`config.mk`:
```
export PLATFORM = sky130hd
export DESIGN_NAME = muldiv_unit
export DESIGN_NICKNAME = d
export VERILOG_FILES = /design/src/rtl/muldiv_unit.sv
export SDC_FILE = /design/constraint.sdc
export NUM_CORES = 1
export LEC_CHECK = 0
export CAP_MARGIN = 20
export CELL_PAD_IN_SITES_DETAIL_PLACEMENT = 0
export CELL_PAD_IN_SITES_GLOBAL_PLACEMENT = 1
export CORE_ASPECT_RATIO = 0.5
export CORE_MARGIN = 8
export CORE_UTILIZATION = 40
export DETAILED_ROUTE_END_ITERATION = 12
export GPL_TIMING_DRIVEN = 1
export PLACE_DENSITY = 0.71
export SLEW_MARGIN = 20
export SYNTH_ARGS = -nofsm -noshare
export SYNTH_HDL_FRONTEND = slang
export SYNTH_SLANG_ARGS = --single-unit
```
`constraint.sdc`:
```
create_clock -name clk_i -period 19.2 [get_ports clk_i]
set_clock_uncertainty 0.2 [all_clocks]
set_input_delay 3.84 -clock clk_i [delete_from_list [all_inputs] [get_ports clk_i]]
set_output_delay 3.84 -clock clk_i [all_outputs]
set_load 0.03 [all_outputs]
```
`src/rtl/muldiv_unit.sv`:
```
// Iterative RV32M/RV64M multiply/divide unit: one product or quotient bit per cycle,
// with a fast path for divide-by-zero and signed overflow.
module muldiv_unit #(
  parameter int XLEN = 32
) (
  input  logic            clk_i,
  input  logic            rst_i,
  input  logic            valid_i,
  output logic            ready_o,
  input  logic [2:0]      op_i,
  input  logic [XLEN-1:0] rs1_i,
  input  logic [XLEN-1:0] rs2_i,
  input  logic            flush_i,
  output logic            busy_o,
  output logic            valid_o,
  output logic [XLEN-1:0] result_o
);

  localparam logic [2:0] S_IDLE = 3'd0;
  localparam logic [2:0] S_PREP = 3'd1;
  localparam logic [2:0] S_CALC = 3'd2;
  localparam logic [2:0] S_FIX  = 3'd3;
  localparam logic [2:0] S_DONE = 3'd4;

  localparam logic [2:0] OP_MUL    = 3'b000;
  localparam logic [2:0] OP_MULH   = 3'b001;
  localparam logic [2:0] OP_MULHSU = 3'b010;
  localparam logic [2:0] OP_MULHU  = 3'b011;
  localparam logic [2:0] OP_DIV    = 3'b100;
  localparam logic [2:0] OP_DIVU   = 3'b101;
  localparam logic [2:0] OP_REM    = 3'b110;

  localparam int CW = $clog2(XLEN);
  localparam logic [CW-1:0] CNT_MAX = CW'(XLEN - 1);

  logic [2:0]        state_q, state_d;
  logic [2:0]        op_q, op_d;
  logic [XLEN-1:0]   a_q, a_d;
  logic [XLEN-1:0]   b_q, b_d;
  logic [2*XLEN-1:0] acc_q, acc_d;
  logic [XLEN-1:0]   rem_q, rem_d;
  logic [CW-1:0]     cnt_q, cnt_d;
  logic              neg_q, neg_d;
  logic [XLEN-1:0]   result_q, result_d;
  logic              valid_q, valid_d;

  logic              is_mul, sign_a, sign_b, div0, ovf;
  logic [XLEN-1:0]   a_mag, b_mag;
  logic [XLEN:0]     msum, rem_sh, diff;
  logic [2*XLEN-1:0] prod;
  logic [XLEN-1:0]   quo, rmd, fix_res;

  assign is_mul = ~op_q[2];
  assign sign_a = a_q[XLEN-1] & (op_q == OP_MULH || op_q == OP_MULHSU ||
                                 op_q == OP_DIV  || op_q == OP_REM);
  assign sign_b = b_q[XLEN-1] & (op_q == OP_MULH || op_q == OP_DIV || op_q == OP_REM);
  assign a_mag  = sign_a ? -a_q : a_q;
  assign b_mag  = sign_b ? -b_q : b_q;
  assign div0   = op_q[2] && (b_q == '0);
  assign ovf    = (op_q == OP_DIV || op_q == OP_REM) &&
                  (a_q == {1'b1, {(XLEN-1){1'b0}}}) && (b_q == '1);

  // After PREP, a_q holds the multiplicand (multiply) or divisor (divide) magnitude.
  assign msum   = {1'b0, acc_q[2*XLEN-1:XLEN]} + (acc_q[0] ? {1'b0, a_q} : '0);
  assign rem_sh = {rem_q, acc_q[XLEN-1]};
  assign diff   = rem_sh - {1'b0, a_q};

  assign prod = neg_q ? -acc_q : acc_q;
  assign quo  = neg_q ? -acc_q[XLEN-1:0] : acc_q[XLEN-1:0];
  assign rmd  = neg_q ? -rem_q : rem_q;

  always_comb begin
    fix_res = rmd;
    case (op_q)
      OP_MUL:                       fix_res = prod[XLEN-1:0];
      OP_MULH, OP_MULHSU, OP_MULHU: fix_res = prod[2*XLEN-1:XLEN];
      OP_DIV, OP_DIVU:              fix_res = quo;
      default:                      fix_res = rmd;
    endcase
  end

  always_comb begin
    state_d  = state_q;
    op_d     = op_q;
    a_d      = a_q;
    b_d      = b_q;
    acc_d    = acc_q;
    rem_d    = rem_q;
    cnt_d    = cnt_q;
    neg_d    = neg_q;
    result_d = result_q;
    valid_d  = 1'b0;
    case (state_q)
      S_IDLE: if (valid_i && !flush_i) begin
        state_d = S_PREP;
        op_d    = op_i;
        a_d     = rs1_i;
        b_d     = rs2_i;
      end
      S_PREP: if (div0 || ovf) begin
        acc_d   = {{XLEN{1'b0}}, (div0 ? {XLEN{1'b1}} : a_q)};
        rem_d   = div0 ? a_q : '0;
        neg_d   = 1'b0;
        state_d = S_FIX;
      end else begin
        a_d     = is_mul ? a_mag : b_mag;
        acc_d   = {{XLEN{1'b0}}, (is_mul ? b_mag : a_mag)};
        rem_d   = '0;
        neg_d   = (!is_mul && op_q[1]) ? sign_a : (sign_a ^ sign_b);
        cnt_d   = CNT_MAX;
        state_d = S_CALC;
      end
      S_CALC: begin
        if (is_mul) begin
          acc_d = {msum, acc_q[XLEN-1:1]};
        end else begin
          rem_d = diff[XLEN] ? rem_sh[XLEN-1:0] : diff[XLEN-1:0];
          acc_d = {acc_q[2*XLEN-1:XLEN], acc_q[XLEN-2:0], ~diff[XLEN]};
        end
        cnt_d = cnt_q - 1'b1;
        if (cnt_q == '0) begin
          cnt_d   = '0;
          state_d = S_FIX;
        end
      end
      S_FIX: begin
        result_d = fix_res;
        valid_d  = 1'b1;
        state_d  = S_DONE;
      end
      S_DONE:  state_d = S_IDLE;
      default: state_d = S_IDLE;
    endcase
    if (flush_i && state_q != S_IDLE) begin
      state_d  = S_IDLE;
      valid_d  = 1'b0;
      result_d = result_q;
    end
  end

  always_ff @(posedge clk_i or posedge rst_i) begin
    if (rst_i) begin
      state_q  <= S_IDLE;
      op_q     <= '0;
      a_q      <= '0;
      b_q      <= '0;
      acc_q    <= '0;
      rem_q    <= '0;
      cnt_q    <= '0;
      neg_q    <= 1'b0;
      result_q <= '0;
      valid_q  <= 1'b0;
    end else begin
      state_q  <= state_d;
      op_q     <= op_d;
      a_q      <= a_d;
      b_q      <= b_d;
      acc_q    <= acc_d;
      rem_q    <= rem_d;
      cnt_q    <= cnt_d;
      neg_q    <= neg_d;
      result_q <= result_d;
      valid_q  <= valid_d;
    end
  end

  assign ready_o  = (state_q == S_IDLE);
  assign busy_o   = (state_q != S_IDLE);
  assign valid_o  = valid_q;
  assign result_o = result_q;

endmodule

```
Yosys cells after proc, flatten, opt, wreduce, memory -nomap -nowiden

Index checks and enable logic that the tools add are counted.

Add/sub/neg operators: 8
Eq/ne operators: 17
Mux-type cells: 33
Bitwise logic cells: 5
Reduce and logical (&&, ||, !) cells: 30

Operator list:

| operator                                                              | count |
|---|---|
| 32-bit two-way mux                                                    | 15 |
| 64-bit two-way mux                                                    | 2 |
| 32-bit negation                                                       | 4 |
| 32-bit case mux with 2 select lines                                   | 2 |
| 64-bit case mux with 2 select lines                                   | 1 |
| 32-bit case mux with 3 select lines                                   | 1 |
| 32-bit equality test, second input constant                           | 2 |
| 64-bit negation                                                       | 1 |
| 32-bit by 32-bit adder with 33-bit output                             | 1 |
| 33-bit by 32-bit subtractor with 33-bit output                        | 1 |
| 32-bit logical NOT                                                    | 1 |
| 3-bit by 2-bit equality test with 1-bit output, second input constant | 4 |
| 3-bit case mux with 4 select lines                                    | 1 |
| 2-bit AND reduction                                                   | 6 |
| 5-bit two-way mux                                                     | 2 |
| 5-bit case mux with 2 select lines                                    | 1 |
| 3-bit equality test, second input constant                            | 3 |
| 3-bit two-way mux                                                     | 3 |
| 1-bit logical OR                                                      | 7 |
| 3-bit by 1-bit equality test with 1-bit output, second input constant | 2 |
| 1-bit logical AND                                                     | 6 |
| 3-bit logical NOT                                                     | 2 |
| 2-bit inequality test, second input constant                          | 3 |
| 5-bit logical NOT                                                     | 1 |
| other kinds (14)                                                      | 21 |

Flip-flop bits (word level): 205
Input bits: 71
Output and inout bits: 35
Logic and storage cells: 104

Depth between registers and ports, before layout

Gate-level depths: netlist of the first run.

Word-level depth: 9
Gate-level depth with buffers: 15
Depth with buffers taken out: 14

Worst setup path before layout of the first run

No wires, ideal clock.

Kind: register to output
Start point: reg state_q[0]
End point: out ready_o
Arrival time: 1,321 ps
Required time: 15,160 ps
Slack: 13,839 ps
Stages on the path, launching flop included: 4
Buffers on the path: 1
Path through: dfrtp_1 -> clkbuf_1 -> or3_1 -> inv_1

Longest elaborated chain between the ends: 1

RTL lines:

| item                   | RTL line | source |
|---|---|---|
| start, declared        | 36       | `logic [2:0] state_q, state_d;` |
| start signal, assigned | 154      | `state_q <= state_d;` |
| 3-bit logical NOT      | 167      | `assign ready_o = (state_q == S_IDLE);` |
| end, declared          | 9        | `output logic ready_o,` |

No other way between the ends.

Final worst setup path of the first run

Same ends and word-level chain as after synthesis.

==> results.md, run 1 <==
* Status: completed
* Final nets at 2298
* Global Route Usage Sum at 24.28%
* RSZ-0062 raised after global routing: false
* CTS tree: built
* Die Ht at 163.4 microns
* Share of cells above drive strength 1 at 7.877%
* Number of antenna violations at the first check in global routing at 0
* Final hold vios at 0
* Fillers at 4420
* Crit path capture type: primary output
* Synth Instances at between 2000 and 2500
* Max-cap viol count at 0
* GPL Wtd Cong at ~0.93
* Vias in the first global route at 15505
* IO buf count at 105
* # clock sinks at 205
* Max stage delay on crit path at 0.67 ns
* Global-route wire length before repair at 97470 microns
* EDFF count, synth at 0
* Leakage Power at 7.704 nW
* #FFs+latches synth at 205
* Tmin final at roughly 6.3 ns
* Core area at between 40000 and 50000 sq um
* Root Buffer: clkbuf_16
* Fin util at 45.36%
* Rows at 54
* DRT Pass-1 Iters at 7
* Vias at between 15000 and 20000
* Max Slew Vio Count at 0
* Longest Clk Path Bufs at 3
* FMAX at 0.1587 GHz
* Largest net degree at the start of global routing at 97
* P&R area growth vs syn at 12.87%
* Setup Total Neg Slack at 0 ns
* Worst-path maximum fanout at 9
* Slowest CP cell: clkdlybuf4s50_1
* Final Instance Count excl. Fillers at 2759
* Vias per cell at 6.095
* CP Buf/Inv Count at 2
* CP top delay family: buffers and inverters
* Initial DRC Count at 2089
* Final ANT Viol Nets at 0
* Hold crit path type: flip-flop to flip-flop
* Sequential area share after synthesis at a little under 30%
* Routed len/inst at 23.30 microns
* Synth warnings at 0
* Antenna diode count at 0
* Register area at between 5000 and 6000 sq um
* Starting Density at 40.19%
* Postcts setup bufs at 0
* DR DRC count at 0
* Die width at 310.8 microns
* WP data required at ~15 ns
* Htree depth at 1
* Die ar. at just over 50000 sq um
* Worst path cell trace: or3_1 > inv_1 > clkdlybuf4s50_1
* DP Area at 18810 sq um
* Detail Placement HPWL at 48680 microns
* Later-pin clock latency in the skew report at 0.57 ns
* Period utilization at 32.81%
* VDD IR max at between 60 and 70 uV
* Cts repair resizes at 0
* Final setup vio count at 0
* Slew at the pin with the worst max-slew slack at 1.044 ns
* Post-CTS Hold Fix Bufs at 0
* Worst Setup Start Kind: flip-flop
* Synthesized cell area at 17380 sq um
* Final WL at 64290 microns
* Post-synth top flop: dfrtp_1
* Slew Limit Headroom at 30.43%
* Setup ws final at 12.90 ns
* CP arrival at approximately 2.3 ns
* Count of cell types in the netlist at 85
* Syn_nets at 2282
* Design Area, Final at 19620 sq um
* Overflow after GRT at 0
* Clock transition at path regs at 0.06 ns
* R2R Setup Slk at ~14 ns
* Setup slack after placement at 13.00 ns
* Placed cells at 2718
* Area occupied by multi-input gates at 11440 sq um
* Fraction of registers with async set/reset at 100.0%
* PwrDens at roughly 180 nW/um^2
* TritonCTS Buffers at 22
* Syn avg cell area at 8.124 sq um
* I/O pin cnt at 106
* Crit Path Category: flip-flop to primary output
## stage by stage
stage | power [W] | hold slack (ns)
6_report | 0.003500 | 0.2754
5_1_grt | 0.003734 | 0.3061
4_1_cts | 0.003455 | 0.2836
3_5_place_dp | 0.002970 | 0.2701
3_3_place_gp | 0.002967 | 0.2627
2_1_floorplan | 0.002304 | 0.2642
## routing by layer
metal  up-vias  global-route usage [%]  wire (microns)  part of all wire, %
li1       7925                       -               -                    -
met1      8199                   37.82           31510                   49
met2       637                   35.18           26320                   41
met3        54                   4.004            5511                  8.6
met4         0                   3.758             947                  1.5
met5         -                       0               0                    0
## flip-flops by register name, summed over array words and instances (netlist names)
register  cells
a_q          32
acc_q        64
b_q          32
cnt_q         5
neg_q         1
op_q          3
rem_q        32
result_o     32
state_q       3
valid_o       1
## tightest hold or removal path: stages, from the launching register on
cell,delay (ns)
dfrtp_1,0.34
nand2_1,0.04
o21ai_0,0.06
## layout by cell type (no fill, tap or decap), drive strengths merged, types with 12 or more instances in the layout
cell type      Yosys  layout
o41ai             24      24
xnor2            126     126
ha                70      70
clkdlybuf4s50      0     105
xor2              77      77
inv               65      66
a21o              30      30
a31oi             36      36
nand2            186     186
nor4              17      17
o21ai            219     219
o221ai            17      17
o211ai            27      27
mux2i             28      28
a222oi            12      12
o22ai             22      22
or3               25      25
or4               21      21
nand4             22      22
nand3             53      53
nor3              35      35
dfrtp            205     205
mux2              56      56
nor2b             14      14
nand2b            22      22
clkbuf           119      31
nor2             172     172
a21oi            190     190
buf               21      27
o31ai             52      52
a211oi            63      63
## cell usage after synthesis (all sizes together) (22+ instances only)
cell type    n  area [sq um]
nand4       22         137.6
a211oi      63         473.0
a21oi      190         984.7
o22ai       22         137.6
mux2        56         630.6
nand2      186         700.7
clkbuf     119         446.7
nor3        35         180.2
inv         65         244.0
o31ai       52         409.1
a31oi       36         225.2
o41ai       24         217.7
o211ai      27         202.7
xnor2      126          1104
nor2       172         648.1
nand3       53         270.3
mux2i       28         284.0
o21ai      219          1096
xor2        77         674.4
nand2b      22         137.6
ha          70         875.8
dfrtp      205          5130
or3         25         166.4
a21o        30         225.2
## cells by family (layout without fill, tap and decap cells)
family	after synthesis	after routing	synth area share, %
adder cells (fa/ha/maj)	72	72	5.270
AND/OR/NAND/NOR	617	617	17.51
XOR/XNOR	203	203	10.23
AO/OA/AOI/OAI	752	752	27.45
flip-flops	205	205	29.52
multiplexers	84	84	5.263
buffers and inverters	206	238	4.752
## worst paths after layout
check / end / depth (start not counted) / from
worst max-delay path: ready_o / 3 / state_q[0]$_DFFE_PP0P_
worst min-delay path: result_o[19]$_DFFE_PP0P_ / 2 / result_o[19]$_DFFE_PP0P_
worst max register to register: rem_q[20]$_DFFE_PP0P_ / 12 / acc_q[31]$_DFFE_PP0P_
worst min register to register: result_o[19]$_DFFE_PP0P_ / 2 / result_o[19]$_DFFE_PP0P_
max in group asynchronous: op_q[2]$_DFFE_PP0P_ / 3 / rst_i
min in group asynchronous: acc_q[41]$_DFFE_PP0P_ / 2 / rst_i
## cell type report
| type | instances | share of cell area [%] |
|---|---|---|
| clock buffers | 31 | 3.132 |
| well taps | 588 | 3.751 |
| inverters | 66 | 1.301 |
| clock inverters | 9 | 0.7910 |
| flip-flops and latches | 205 | 26.18 |
| multi-input cells | 1728 | 58.33 |
| repair buffers | 132 | 6.513 |
## where the power goes
group | total, W | internal, W | switching, W
combinational | 0.00210 | 0.000824 | 0.00128
clock | 0.000472 | 0.000267 | 0.000205
sequential | 0.000925 | 0.000591 | 0.000333
total | 0.00350 | 0.00168 | 0.00182
Power figures use the tool's default switching activity.
==> run 2, diff against run 1 <==
clock period = 6.4 ns   (was 19.2 ns; I/O delays follow)
==> run 2 against run 1 <==
  * Utilization grew 0.20 points
  * Sequential power increased to 3.0 times the previous value
  * Worst setup slack got worse by 11 ns
  * Sequential share of layout area decreased by 0.11 points
  * Die area unchanged
  * Wire length rose by 5.6%
  * First-iteration DRC count shrank 3.3%
  * Design area rose by 0.43%
  * Critical path depth increased by 8
  * Clock power grew to 3.3 times the previous value
  * Global-route usage increased by 1.5 points
==> results.md, run 2 (same netlist as run 1, synthesis figures left out) <==
* Status: completed
* Initial DRC Count at 2020 (-3.3%)
* Total power at 0.01084 W (+210%)
* Final hold vios at 0 (unchanged)
* Register with the most flip-flops: acc_q
* Overflow after GRT at 0 (unchanged)
* Largest net degree at the start of global routing at 156 (+61%)
* Final WL at 67880 microns (+5.6%)
* Core area at 43240 sq um (unchanged)
* Max-cap viol count at 0 (unchanged)
* RSZ-0062 raised after global routing: false
* FMAX at ~0.21 GHz
* Most common cell after layout, fill and taps aside: o21ai_0
* Clock transition at path regs at 0.06 ns (about the same)
* Max stage delay on crit path at 0.81 ns (+0.14 ns)
* Worst-path maximum fanout at 15 (+6)
* Later-pin clock latency in the skew report at 0.56 ns (about the same)
* I/O pin cnt at 106 (unchanged)
* Die Ht at 163.4 microns (unchanged)
* VDD IR max at 210.2 uV (+230%)
* Fillers at 4390 (-0.68%)
* Setup Total Neg Slack at 0 ns (unchanged)
* Postcts setup bufs at 0 (unchanged)
* Global-route wire length before repair at 101300 microns (+4.0%)
* Commonest non-fill, non-tap cells in the layout: o21ai_0 (205), dfrtp_1 (203), nand2_1 (183), a21oi_1 (181), nor2_1 (171)
* Slowest CP cell: nor2_1
* Design Area, Final at 19700 sq um (+0.43%)
* Post-CTS Hold Fix Bufs at 0 (unchanged)
* Longest Clk Path Bufs at 3 (unchanged)
* Fin util at 45.56% (+0.20 points)
* CP arrival at 4.99 ns (+2.73 ns)
* Hold crit path type: flip-flop to flip-flop
* Starting Density at 40.19% (unchanged)
* # clock sinks at 205 (unchanged)
* Die width at 310.8 microns (unchanged)
* Root Buffer: clkbuf_16
* Final setup vio count at 0 (unchanged)
* Detail Placement HPWL at 51910 microns (+6.6%)
* Share of cells above drive strength 1 at 8.230% (+0.35 points)
* IO buf count at 105 (unchanged)
* Routed len/inst at 24.56 microns (+5.4%)
* Number of flip-flops in the largest register at 64 (unchanged)
* R2R Setup Slk at 1.69 ns (-12.33 ns)
* DR DRC count at 0 (unchanged)
* Htree depth at 1 (unchanged)
* PwrDens at 550.1 nW/um^2 (+210%)
* Cts repair resizes at 0 (unchanged)
* Global Route Usage Sum at 25.74% (+1.5 points)
* Vias in the first global route at 15615 (+0.71%)
* CTS tree: built
* Period utilization at about three quarters
* Die ar. at 50780 sq um (unchanged)
* Final nets at 2300 (+0.087%)
* Tmin final at approximately 4.7 ns
* TritonCTS Buffers at 24 (+9.1%)
* Crit path capture type: flip-flop
* Final ANT Viol Nets at 0 (unchanged)
* Most frequent cell on the critical path: a21oi_1
* Max Slew Vio Count at 0 (unchanged)
* Worst path cell trace: clkinv_1 > ha_1 > a21oi_1 > o221ai_1 > a21oi_1 > o21ai_0 > o31ai_2 > mux2_2 > nor2_1 > mux2_2 > a21oi_1
* Vias at 17021 (+1.2%)
* DRT Pass-1 Iters at 6 (-1)
* Rows at 54 (unchanged)
* GPL Wtd Cong at 0.9502 (+2.4%)
* P&R area growth vs syn at 13.36%
* Worst Setup Start Kind: flip-flop
* WP data required at 6.68 ns (-8.48 ns)
* Leakage Power at 7.741 nW (+0.47%)
* Number of antenna violations at the first check in global routing at 0 (unchanged)
* Slew Limit Headroom at 32.00% (+1.6 points)
* Crit Path Category: flip-flop to flip-flop
* Vias per cell at 6.158 (+1.0%)
* Slew at the pin with the worst max-slew slack at 1.020 ns (-0.02361 ns)
* DP Area at 18830 sq um (about the same)
## run 2: cell types whose count changed in the layout (fill, tap and decap cells not counted), sizes merged
cell,change
clkinvlp,+3
clkbuf,-3
diode,+1
clkinv,+4
inv,-2
bufinv,+2
## run 2: routing by layer
layer | track usage [%] | up-vias | wire length (microns)
li1 | - | 7939 | -
met1 | 39.38 | 8304 | 32150
met2 | 36.78 | 707 | 27700
met3 | 5.078 | 71 | 6498
met4 | 5.564 | 0 | 1534
met5 | 0 | - | 0
## run 2: stage by stage
stage / setup WS (ns) / hold slack (ns) / std cells
CTS: 1.808 / 0.2776 / 2763
detailed placement: 1.857 / 0.2619 / 2719
global placement: 1.988 / 0.2615 / 2719
floorplan: 2.262 / 0.2642 / 2139
finish: 1.687 / 0.2737 / 2764
global route: 1.537 / 0.2957 / 2763
## run 2: worst paths after layout
kind | end | from | depth (start not counted)
setup / recovery | rem_q[20]$_DFFE_PP0P_ | a_q[15]$_DFFE_PP0P_ | 11
hold / removal | result_o[10]$_DFFE_PP0P_ | result_o[10]$_DFFE_PP0P_ | 2
setup reg to reg | rem_q[20]$_DFFE_PP0P_ | a_q[15]$_DFFE_PP0P_ | 11
hold reg to reg | result_o[10]$_DFFE_PP0P_ | result_o[10]$_DFFE_PP0P_ | 2
max in group asynchronous | op_q[2]$_DFFE_PP0P_ | rst_i | 3
min in group asynchronous | acc_q[48]$_DFFE_PP0P_ | rst_i | 3
## run 2: layout make-up
class,instances,area [sq um],area share [%]
Tap cell,588,735.7,3.735
Multi-Input combinational cell,1728,11440,58.08
Inverter,66,251.5,1.277
Clock inverter,16,231.5,1.175
Clock buffer,28,635.6,3.226
Timing Repair Buffer,132,1266,6.427
Antenna cell,1,2.502,0.01270
Sequential cell,205,5135,26.07
## run 2: power by group
part           leakage, nW  internal (W)  switching (W)
Clock                0.418      0.000918       0.000644
Combinational         4.82       0.00245        0.00405
Sequential            2.50       0.00177        0.00100
## run 2: critical path: cells and delay by family (launching register included)
kind | cells | cell delay, ns
adders and majority gates | 1 | 0.51
muxes | 2 | 0.97
AOI/OAI and AO/OA | 6 | 1.46
DFF | 1 | 0.38
and+or+nand+nor | 1 | 0.81
buffers and inverters | 1 | 0.29
==> run 3, diff against run 2 <==
PLACE_DENSITY = 0.74   (was 0.71)
clock period = 4.25 ns   (was 6.4 ns; I/O delays follow)
==> run 3 against run 2 <==
  * Utilization up 1.2 points
  * Maximum frequency up 20%
  * Sequential share of layout area down 0.68 points
  * Flip-flop and latch count unchanged
  * Critical path type unchanged
  * Register-to-register slack worse by 1.4 ns
  * Power up 53%
  * Worst setup slack worse by 1.4 ns
  * Critical endpoint is now result_o[20]$_DFFE_PP0P_
  * Via count up 1.2%
  * Critical path depth down 3
  * Wire length up 0.82%
  * Clock-buffer cell count up 4
  * Highest routed layer unchanged
  * Global-route usage about the same
==> results.md, run 3 (same netlist as run 1, synthesis figures left out) <==
* Status: completed
* Number of antenna violations at the first check in global routing at 0 (unchanged)
* Share of cells above drive strength 1 at 11.09% (+2.9 points)
* Vias per cell at 6.079 (-1.3%)
* Most common cell after layout, fill and taps aside: o21ai_0
* Crit Path Category: flip-flop to flip-flop
* IO buf count at 105 (unchanged)
* Most used routing layer: met1
* RSZ-0062 raised after global routing: false
* Overflow after GRT at 0 (unchanged)
* Final WL at 68440 microns (+0.82%)
* Setup Total Neg Slack at 0 ns (unchanged)
* VDD IR max at 325.2 uV (+55%)
* Leakage Power at 8.090 nW (+4.5%)
* Register with the most flip-flops: acc_q
* Initial DRC Count at 2037 (+0.84%)
* Final setup vio count at 0 (unchanged)
* Htree depth at 1 (unchanged)
* DR DRC count at 0 (unchanged)
* Period utilization at 92.12% (+18 points)
* P&R area growth vs syn at 16.38%
* Number of flip-flops in the largest register at 64 (unchanged)
* GPL Wtd Cong at 0.9542 (+0.42%)
* Crit path capture type: flip-flop
* DP Area at 19390 sq um (+3.0%)
* Starting Density at 40.19% (unchanged)
* Area occupied by multi-input gates at 11460 sq um (+0.13%)
* Vias in the first global route at 15962 (+2.2%)
* Cells on worst reg2reg path at 8 (-3)
* Worst hold stages at 2 (unchanged)
* CP arrival at 4.12 ns (-0.87 ns)
* FMAX at 0.2554 GHz (+20%)
* M2 GR Usage at 37.82% (+1.0 points)
* Tmin final at 3.915 ns (-0.7979 ns)
* Slew at the pin with the worst max-slew slack at 1.026 ns (+0.005854 ns)
* CTS tree: built
* Detail Placement HPWL at 53340 microns (+2.8%)
* Worst-path maximum fanout at 7 (-8)
* WP data required at 4.45 ns (-2.23 ns)
* Total power at 0.01655 W (+53%)
* Max-cap viol count at 0 (unchanged)
* Longest Clk Path Bufs at 3 (unchanged)
* # clock sinks at 205 (unchanged)
* DRT Pass-1 Iters at 7 (+1)
* Grt met3 use at 6.038% (+0.96 points)
* Setup ws final at 0.3348 ns (-1.352 ns)
* Commonest non-fill, non-tap cells in the layout: o21ai_0 (205), dfrtp_1 (203), nand2_1 (183), a21oi_1 (181), nor2_1 (170)
* Final hold vios at 0 (unchanged)
* Root Buffer: clkbuf_16
* Register area at 5135 sq um (unchanged)
* Worst Setup Start Kind: flip-flop
* Later-pin clock latency in the skew report at 0.56 ns (about the same)
* Global-route wire length before repair at 101900 microns (+0.57%)
* Die ar. at 50780 sq um (unchanged)
* Global Route Usage Sum at 25.73% (about the same)
* Die width at 310.8 microns (unchanged)
* Antenna diode count at 0 (-1)
* Design Area, Final at 20220 sq um (+2.7%)
* I/O pin cnt at 106 (unchanged)
* Rows at 54 (unchanged)
* Largest net degree at the start of global routing at 86 (-45%)
* Final nets at 2371 (+3.1%)
* Setup slack after placement at 0.3157 ns (-1.541 ns)
* Routed len/inst at 24.15 microns (-1.7%)
* GR Util met1 at 38.34% (-1.0 points)
* Max Slew Vio Count at 0 (unchanged)
* Final ANT Viol Nets at 0 (unchanged)
* Vias at 17229 (+1.2%)
* PwrDens at 818.4 nW/um^2 (+49%)
* Hold crit path type: flip-flop to flip-flop
* Core area at 43240 sq um (unchanged)
* Die Ht at 163.4 microns (unchanged)
* TritonCTS Buffers at 24 (unchanged)
* Fillers at 4400 (+0.23%)
* Clock transition at path regs at 0.07 ns (about the same)
* Slew Limit Headroom at 31.37% (-0.63 points)
run 3: cell types whose count changed in the layout (fill, tap and decap cells not counted), sizes merged:
cell | previous run | this run
buf | 27 | 98
inv | 64 | 65
clkbuf | 28 | 32
clkinvlp | 4 | 1
bufinv | 5 | 3
diode | 1 | 0
run 3: cell type report:
type                            instances  area share (%)
Timing Repair Buffer                  203           9.020
Multi-Input combinational cell       1728           56.65
Tap cell                              588           3.638
Inverter                               66           1.244
Sequential cell                       205           25.39
Clock inverter                         12          0.7919
Clock buffer                           32           3.267
run 3: critical path, stage by stage (launching register included):
cell and delay [ns]:
dfrtp_1 0.46, or4_4 0.57, nor4b_4 0.42, nand4_1 0.44
or2_1 0.44, or4_1 0.60, and4b_1 0.22, o32ai_1 0.29
o21ai_1 0.11
run 3: final timing paths:
path | from | to | slack [ns]
hold / removal | result_o[16]$_DFFE_PP0P_ | result_o[16]$_DFFE_PP0P_ | 0.27
max in group asynchronous | rst_i | a_q[2]$_DFFE_PP0P_ | 2.24
min in group asynchronous | rst_i | acc_q[48]$_DFFE_PP0P_ | 0.60
setup reg to reg | acc_q[12]$_DFFE_PP0P_ | result_o[20]$_DFFE_PP0P_ | 0.33
hold reg to reg | result_o[16]$_DFFE_PP0P_ | result_o[16]$_DFFE_PP0P_ | 0.27
setup / recovery | acc_q[12]$_DFFE_PP0P_ | result_o[20]$_DFFE_PP0P_ | 0.33
run 3: report_power, final:
group	switching [W]	internal, W	leakage [nW]	total, W
clock network	0.000947	0.00129	0.406	0.00223
registers	0.00129	0.00268	2.50	0.00397
logic	0.00633	0.00402	5.19	0.0104
total	0.00857	0.00798	8.09	0.0166
run 3: stage by stage:
stage | std cells | hold WS [ns] | util, %
floorplan | 2139 | 0.2642 | -
global placement | 2790 | 0.2523 | 44.84
detailed placement | 2790 | 0.2543 | 44.84
CTS | 2834 | 0.2678 | 46.74
global route | 2834 | 0.2787 | 46.77
finish | 2834 | 0.2688 | 46.77
run 3: per-layer routing:
metal / vias up / wire length [microns]
li1: 8078 / -
met1: 8346 / 31740
met2: 745 / 28620
met3: 60 / 6818
met4: 0 / 1255
met5: - / 0
run 3: repair_timing:
action | in CTS | in global routing
resized for setup | 0 | 2
setup buffers | 0 | 0
hold buffers | 0 | 0
hold endpoints to repair | 0 | 0
setup endpoints to repair | 0 | 10
